`src/rtl/vga_pkg.sv`:
```
// VGA 640x480@60 timing constants and window-bound helpers, shared by timing and pixel logic.
// Latency: n/a (constants and pure functions only).
// Backpressure: n/a.
package vga_pkg;
    localparam int CNT_W = 10;

    localparam int H_SYNC_DEF   = 96;
    localparam int H_BP_DEF     = 48;
    localparam int H_ACTIVE_DEF = 640;
    localparam int H_TOTAL_DEF  = 800;
    localparam int V_SYNC_DEF   = 2;
    localparam int V_BP_DEF     = 33;
    localparam int V_ACTIVE_DEF = 480;
    localparam int V_TOTAL_DEF  = 525;

    // Visible window runs from sync+back-porch up to, and including, that plus active-1.
    function automatic logic [CNT_W-1:0] win_first(input int sync, input int bp);
        return CNT_W'(sync + bp);
    endfunction

    function automatic logic [CNT_W-1:0] win_last(input int sync, input int bp, input int act);
        return CNT_W'(sync + bp + act - 1);
    endfunction
endpackage

```
`src/rtl/vga_counter.sv`:
```
// Wrap counter with enable; wrap pulse is high on the enabled cycle that returns to zero.
// Latency: count updates one clk after en; wrap is combinational from count and en.
// Backpressure: none, advances whenever en is high.
module vga_counter #(
    parameter int W     = 10,
    parameter int TOTAL = 800
) (
    input  logic         clk,
    input  logic         clr_n,
    input  logic         en,
    output logic [W-1:0] count,
    output logic         wrap
);
    localparam logic [W-1:0] LAST = W'(TOTAL - 1);

    // >= rather than == so an out-of-range value can never run past TOTAL-1.
    assign wrap = en && (count >= LAST);

    always_ff @(posedge clk or negedge clr_n) begin
        if (!clr_n) begin
            count <= '0;
        end else if (en) begin
            count <= (count >= LAST) ? '0 : count + 1'b1;
        end
    end
endmodule

```
`src/rtl/vga_timing.sv`:
```
// VGA raster timing: pixel-rate enable, h/v counters, syncs, visible window, frame start.
// Latency: decoded outputs are combinational from the counter registers (zero cycle).
// Backpressure: none, free-running at clk/2 pixel rate.
module vga_timing
    import vga_pkg::*;
#(
    parameter int H_SYNC   = H_SYNC_DEF,
    parameter int H_BP     = H_BP_DEF,
    parameter int H_ACTIVE = H_ACTIVE_DEF,
    parameter int H_TOTAL  = H_TOTAL_DEF,
    parameter int V_SYNC   = V_SYNC_DEF,
    parameter int V_BP     = V_BP_DEF,
    parameter int V_ACTIVE = V_ACTIVE_DEF,
    parameter int V_TOTAL  = V_TOTAL_DEF
) (
    input  logic             clk,
    input  logic             clr_n,
    output logic             pix_en,
    output logic [CNT_W-1:0] hcount,
    output logic [CNT_W-1:0] vcount,
    output logic             hsync,
    output logic             vsync,
    output logic             bright,
    output logic             frame_start
);
    localparam logic [CNT_W-1:0] H_SYNC_END = CNT_W'(H_SYNC);
    localparam logic [CNT_W-1:0] V_SYNC_END = CNT_W'(V_SYNC);
    localparam logic [CNT_W-1:0] H_FIRST    = win_first(H_SYNC, H_BP);
    localparam logic [CNT_W-1:0] H_LAST     = win_last(H_SYNC, H_BP, H_ACTIVE);
    localparam logic [CNT_W-1:0] V_FIRST    = win_first(V_SYNC, V_BP);
    localparam logic [CNT_W-1:0] V_LAST     = win_last(V_SYNC, V_BP, V_ACTIVE);

    logic tick;
    logic h_wrap;
    logic v_wrap_unused;
    logic h_act;
    logic v_act;

    always_ff @(posedge clk or negedge clr_n) begin
        if (!clr_n) begin
            tick <= 1'b0;
        end else begin
            tick <= ~tick;
        end
    end

    vga_counter #(.W(CNT_W), .TOTAL(H_TOTAL)) u_hcnt (
        .clk   (clk),
        .clr_n (clr_n),
        .en    (tick),
        .count (hcount),
        .wrap  (h_wrap)
    );

    // Vertical advances only on the pixel slot where the line wraps.
    vga_counter #(.W(CNT_W), .TOTAL(V_TOTAL)) u_vcnt (
        .clk   (clk),
        .clr_n (clr_n),
        .en    (h_wrap),
        .count (vcount),
        .wrap  (v_wrap_unused)
    );

    assign pix_en      = tick;
    assign hsync       = (hcount >= H_SYNC_END);
    assign vsync       = (vcount >= V_SYNC_END);
    assign h_act       = (hcount >= H_FIRST) && (hcount <= H_LAST);
    assign v_act       = (vcount >= V_FIRST) && (vcount <= V_LAST);
    assign bright      = h_act && v_act;
    assign frame_start = tick && (hcount == '0) && (vcount == '0);
endmodule

```
`config.mk`:
```
export PLATFORM = sky130hd
export DESIGN_NAME = vga_timing
export DESIGN_NICKNAME = d
export VERILOG_FILES = /design/src/rtl/vga_pkg.sv /design/src/rtl/vga_counter.sv /design/src/rtl/vga_timing.sv
export SDC_FILE = /design/constraint.sdc
export NUM_CORES = 1
export LEC_CHECK = 0
export BUFFER_PORTS_ARGS = -buffer_cell sky130_fd_sc_hd__buf_2
export CORE_MARGIN = 2
export CORE_UTILIZATION = 35
export DETAILED_ROUTE_END_ITERATION = 8
export SLEW_MARGIN = 0
export SYNTH_ARGS = -nofsm -noshare
export SYNTH_HDL_FRONTEND = slang
export SYNTH_SLANG_ARGS = --single-unit
```
`constraint.sdc`:
```
create_clock -name clk -period 2.6 [get_ports clk]
set_input_delay 0.39 -clock clk [delete_from_list [all_inputs] [get_ports clk]]
set_output_delay 0.39 -clock clk [all_outputs]
set_load 0.01 [all_outputs]
```
==> metrics.md, run 1 <==
| Metric | Value |
|---|---|
| Status | finished, violations left |
| Failing checks | negative setup slack |
| Area Overhead vs Synth | 20.3% |
| Top_reg_cell synth | dfrtp_1 |
| Via Count | 1,143 |
| Gpl congestion | 0.835 |
| Initial antenna violation count | 0 |
| Crit path largest cell delay | 0.54 ns |
| Yosys Warn Count | 0 |
| CP cell instances | or4_4, or4_4, buf_4, nor4_4, buf_2 |
| IO buf count | 26 |
| Cell family with most CP delay | simple AND/OR/NAND/NOR gates |
| RSZ-0062 raised after global routing | true |
| Clock tree buffer depth | 2 |
| Ports | 27 |
| Leakage | 0.823 nW |
| Clk_lat worst skew | a little over 0.3 ns |
| Final hold violation count | 0 |
| CP Class | reg -> out |
| Cells taking the most area after synthesis | dfrtp_1 (42%), a22o_1 (4.9%), and3_1 (4.5%) |
| Final setup margin | -0.0530 ns |
| H-tree depth | 1 |
| GRT Overall Usage | about 15% |
| Vias in the first global route | 1,053 |
| CTS tree | built |
| Largest net degree at the start of global routing | 22 |
| Fin. max-slew vios | 0 |
| Cell with the most instances after synthesis | dfrtp_1 |
| Max Fclk | ~380 MHz |
| Synthesized Nets | 137 |
| Worst slew margin | 67.2% |
| R2r setup slk | 0.69 ns |
| Die X-Extent | 63.6 um |
| # DRC | 0 |
| DIE AREA | between 4000 and 5000 sq um |
| Total gr overflow | 0 |
| Post-synth EDFFs | 0 |
| Setup crit end kind | primary output |
| Iter 0 DRT Violations | 50 |
| Placed Instances | just under 200 |
| Worst hold path type | in -> async |
| Data required, critical path | 2.21 ns |
| Final Setup Violations | 2 |
| Max VDD drop | 165 uV |
| Worst Max-Slew Pin Slew | 0.492 ns |
| Post-DP HPWL | 2150 um |
| Max-capacitance violation count | 0 |
| PwrDens | 331 nW/um^2 |
| Starting Density | between 30% and 40% |
| Period utilisation layout | 102% |
| Synthesized instance count | roughly 130 |
| ANT nets after route | 0 |
| Nets | 169 |
| Clock transition at path regs | 0.12 ns |
| CTS sink cnt | 21 |
| Mapped Area | 1240 sq um |
| Core area | 3360 sq um |
| Share of the synthesized area in the top cell type | 42.3% |
| Syn avg cell area | 9.48 sq um |
| Seq/Total Area, Yosys | 42.3% |
| Crit path DAT | 2.26 ns |
| Vias per cell | around 5.5 |
| Flops & latches, synth | 21 |
| Final WL | 2950 um |
| Share of post-route cells with drive strength above 1 | a little over a quarter |
| Top cells by count, synth | dfrtp_1 (21), and3_1 (9), nor2_1 (9) |
| Ant. Diodes | 0 |
| Finished Layout Cells | 208 |
| First-pass GRT wire length | about 5000 um |
| Minimum clock period | 2.65 ns |
| Cell at the slowest stage of the critical path | or4_4 |
| Dpl cell area | 1410 sq um |
| Crit path launch type | flop |
| Layout Skew | 0.00231 ns |
| CTS Hold Bufs | 0 |
| WL/cell | 14.2 um |
| Clock root buffer | clkbuf_4 |
| FP Rows | 21 |
| Final instance area | approximately 1500 sq um |
| Die H | 63.6 um |
| Most area-hungry cell type in the Yosys netlist | dfrtp_1 |
| FFs w/ async S/R, synth | 100% |
| CTS buffer count | 3 |
| Crit-path most repeated cell | or4_4 |
| Drt pass-1 iters | 4 |
| Crit Path Max Fanout | 3 |
| CP Buf/Inv Count | 2 |
| Synth unique cells | 44 |
## state kept, by name, summed over array words and instances (netlist names)
| register | count |
|---|---|
| u_hcnt.count | 10 |
| u_vcnt.count | 10 |
| pix_en | 1 |
## cells by family after synthesis
family                   Yosys count  synth area share (%)
AND/OR/NAND/NOR                   54                  25.0
adder cells (fa/ha/maj)            4                  4.03
AO/OA/AOI/OAI                     36                  21.3
XOR/XNOR                           3                  2.12
flip-flops                        21                  42.3
multiplexers                       2                  1.71
buffers and inverters             11                  3.53
## where the power goes
group | internal (mW) | switching, mW | total [mW]
clock network | 0.0599 | 0.101 | 0.161
registers | 0.326 | 0 | 0.326
logic | 0.000538 | 0.00639 | 0.00693
total | 0.387 | 0.108 | 0.495
## routing by layer
metal  vias to the layer above  routed length (um)  GRT usage, %
met4                         0                  32          5.71
met3                         4                 113          1.96
met2                        25                1390          25.1
met5                         -                   0             0
met1                       556                1420          20.6
li1                        558                   -             -
## worst register-to-register path, cell delays in order (launching register included)
cell and delay, ns:
dfrtp_1 0.41, ha_1 0.22, and4_1 0.27, o2111a_1 0.48, o21ai_0 0.18, a22o_1 0.25
## path summary, 6_finish.rpt
check	start	end	depth (start not counted)
worst min-delay path	clr_n	pix_en	1
worst max register to register	u_hcnt.count[1]	u_vcnt.count[2]	5
min in group clk	u_hcnt.count[1]	u_hcnt.count[1]	2
worst min register to register	u_hcnt.count[1]	u_hcnt.count[1]	2
worst max-delay path	u_vcnt.count[8]	frame_start	5
max in group asynchronous	clr_n	u_vcnt.count[6]	1
## per-stage QoR
step | hold slack, ns | power [mW] | TNS [ns] | setup slack [ns] | utilization [%]
after floorplan | 0.0944 | 0.333 | 0 | 0.360 | -
after global placement | 0.377 | 0.340 | 0 | 0.262 | 42.0
after detailed placement | 0.382 | 0.340 | 0 | 0.244 | 42.0
after CTS | 0.0405 | 0.499 | -0.0404 | -0.0404 | 43.6
after global routing | 0.0435 | 0.517 | -0.282 | -0.141 | 44.5
final | 0.0237 | 0.495 | -0.0747 | -0.0530 | 44.5
## cell usage in the layout (no fill, tap or decap), types with 3 or more instances in the layout
cell	instances
a21oi_1	4
a22o_1	7
buf_2	26
o21ai_1	4
clkbuf_4	3
nand3_1	7
nor2_1	9
buf_4	5
nand2_1	6
ha_1	4
o21ai_0	7
and3_1	9
inv_1	7
dfrtp_1	21
nor2b_1	3
or3_1	3
## cell type report
class                           instances  area, sq um
Inverter                                7         26.3
Clock buffer                            4         26.3
Timing Repair Buffer                   31          168
Fill cell                             386         1870
Tap cell                               46         57.6
Multi-Input combinational cell         99          692
Sequential cell                        21          526
## repair_timing
action                     4_1_cts  5_1_grt
buffers inserted                 3        2
pin swaps                        0        0
gates resized for setup          1        2
setup endpoints to repair        3        3
Power figures use the tool's default switching activity.
==> run 2, diff against run 1 <==
--- a/config.mk
+++ b/config.mk
@@ -9,6 +9,7 @@
 export CORE_MARGIN = 2
 export CORE_UTILIZATION = 35
 export DETAILED_ROUTE_END_ITERATION = 8
+export REMOVE_ABC_BUFFERS = 1
 export SLEW_MARGIN = 0
 export SYNTH_ARGS = -nofsm -noshare
 export SYNTH_HDL_FRONTEND = slang
==> run 2 against run 1 <==
The flow now finishes without violations. Core utilization is 0.89 points lower. Wire length is 1.9% higher. Cell count is 0.96% lower. Critical path type unchanged. Highest routed layer unchanged. Sequential power hardly changed. Critical path depth stayed put. Largest cell class unchanged. First-iteration DRC count is 72% higher. Register-to-register slack hardly changed. Die area stayed put. Design area is 2.0% lower.
==> metrics.md, run 2 (synthesized netlist as in run 1, its figures left out) <==
| Metric | Value |
|---|---|
| DIE AREA | 4040 sq um (unchanged) |
| Period utilisation layout | 99.4% (was 102%) |
| Minimum clock period | 2.58 ns (was 2.65 ns) |
| WL/cell | 14.6 um (was 14.2 um) |
| Final Power | 0.494 mW (was 0.495 mW) |
| Crit path launch type | flop (unchanged) |
| Worst slew margin | 66.8% (was 67.2%) |
| # DRC | 0 (unchanged) |
| Setup crit end kind | primary output (unchanged) |
| Max-capacitance violation count | 0 (unchanged) |
| Worst Max-Slew Pin Slew | 0.498 ns (was 0.492 ns) |
| Die H | 63.6 um (unchanged) |
| First-pass GRT wire length | 5150 um (was 4970 um) |
| Core area | 3360 sq um (unchanged) |
| Vias in the first global route | 1,064 (was 1,053) |
| Commonest non-fill, non-tap cell in the layout | buf_2 (unchanged) |
| Area Overhead vs Synth | 17.9% (was 20.3%) |
| CTS tree | built (unchanged) |
| Leakage | 0.811 nW (was 0.823 nW) |
| Gpl congestion | 0.801 (was 0.835) |
| RSZ-0062 raised after global routing | true (unchanged) |
| Layout Skew | 0.00156 ns (was 0.00231 ns) |
| Clock tree buffer depth | 2 (unchanged) |
| Clock root buffer | clkbuf_4 (unchanged) |
| Nets | 167 (was 169) |
| R2r setup slk | 0.69 ns (about the same) |
| Final instance area | 1470 sq um (was 1500 sq um) |
| Crit Path Max Fanout | 3 (unchanged) |
| CP Class | reg -> out (unchanged) |
| Fin. max-slew vios | 0 (unchanged) |
| Worst hold path type | in -> async (unchanged) |
| Status | complete, no violations (was finished, violations left) |
| Initial antenna violation count | 0 (unchanged) |
| CTS buffer count | 3 (unchanged) |
| Max VDD drop | 132 uV (was 165 uV) |
| FP Rows | 21 (unchanged) |
| IO buf count | 26 (unchanged) |
| Iter 0 DRT Violations | 86 (was 50) |
| Drt pass-1 iters | 4 (unchanged) |
| Data required, critical path | 2.21 ns (about the same) |
| Post-DP HPWL | 2130 um (was 2150 um) |
| Vias per cell | 5.39 (was 5.50) |
| H-tree depth | 1 (unchanged) |
| FF+latch area | 526 sq um (unchanged) |
| Dpl cell area | 1410 sq um (unchanged) |
| Layout fillers | 371 (was 386) |
| Final WL | 3010 um (was 2950 um) |
| Final Setup Violations | 0 (was 2) |
| Max Fclk | 387 MHz (was 377 MHz) |
| Ports | 27 (unchanged) |
| Die X-Extent | 63.6 um (unchanged) |
| Final hold violation count | 0 (unchanged) |
| ANT nets after route | 0 (unchanged) |
| Largest net degree at the start of global routing | 22 (unchanged) |
| Via Count | 1,111 (was 1,143) |
| Clock transition at path regs | 0.12 ns (about the same) |
| GRT Overall Usage | 16.0% (was 15.3%) |
| Clk_lat worst skew | 0.30 ns (was 0.31 ns) |
| PwrDens | 337 nW/um^2 (was 331 nW/um^2) |
| Share of post-route cells with drive strength above 1 | 25.6% (was 27.2%) |
| Ant. Diodes | 0 (unchanged) |
| Total gr overflow | 0 (unchanged) |
| Starting Density | 36.9% (unchanged) |
| Crit path DAT | 2.19 ns (was 2.26 ns) |
| Commonest cells after routing, fill and taps aside | buf_2 (26), dfrtp_1 (21), nor2_1 (9), and3_1 (9) (unchanged) |
| CTS sink cnt | 21 (unchanged) |
| CTS Hold Bufs | 0 (unchanged) |
| Multi-input logic area | 677 sq um (was 692 sq um) |
==> run 2: stage by stage <==
stage | hold slack [ns] | worst slack, ns | TNS [ns] | util (%) | cells
floorplan | 0.0944 | 0.360 | 0 | - | 127
global placement | 0.380 | 0.272 | 0 | 42.0 | 199
detailed placement | 0.381 | 0.246 | 0 | 42.0 | 199
CTS | 0.0407 | -0.0464 | -0.0464 | 43.6 | 206
global route | 0.0501 | -0.0720 | -0.107 | 43.6 | 206
finish | 0.0347 | 0.0153 | 0 | 43.6 | 206
==> run 2: routing by layer <==
metal / GRT usage, % / vias up / routed length (um) / share of wire (%)
li1: - / 554 / - / -
met1: 21.0 / 527 / 1460 / 49
met2: 26.6 / 28 / 1380 / 46
met3: 2.86 / 2 / 156 / 5.2
met4: 4.89 / 0 / 15 / 0.50
met5: 0 / - / 0 / 0
==> run 2: path summary, 6_finish.rpt <==
kind	to	cells after the start	start
min	u_hcnt.count[3]	1	clr_n
max reg2reg	u_vcnt.count[2]	5	u_hcnt.count[1]
min in group clk	u_hcnt.count[1]	2	u_hcnt.count[1]
max in group asynchronous	u_hcnt.count[7]	1	clr_n
max	bright	5	u_vcnt.count[8]
min reg2reg	u_hcnt.count[1]	2	u_hcnt.count[1]
==> run 2: power breakdown <==
part	internal (mW)	switching, mW	leakage (nW)
sequential	0.327	0	0.279
clock	0.0597	0.100	0.0150
combinational	0.000537	0.00648	0.517
total	0.387	0.107	0.811
==> run 2: cell type report <==
cell class	instances	area share, %
Sequential cell	21	35.9
Inverter	7	1.79
Tap cell	46	3.93
Multi-Input combinational cell	99	46.2
Clock buffer	4	1.79
Timing Repair Buffer	29	10.4
==> run 2: what timing repair did <==
action,CTS,global route
setup endpoints to repair,3,3
resized for setup,1,0
pin swaps,0,1
hold endpoints to repair,0,0
setup buffers,3,0
==> run 2: worst max-delay path: stages (launching register included) <==
cell and delay, ns:
dfrtp_1 0.40, or4_4 0.54, or4_4 0.45, a21o_1 0.18, a211oi_2 0.17, buf_2 0.16
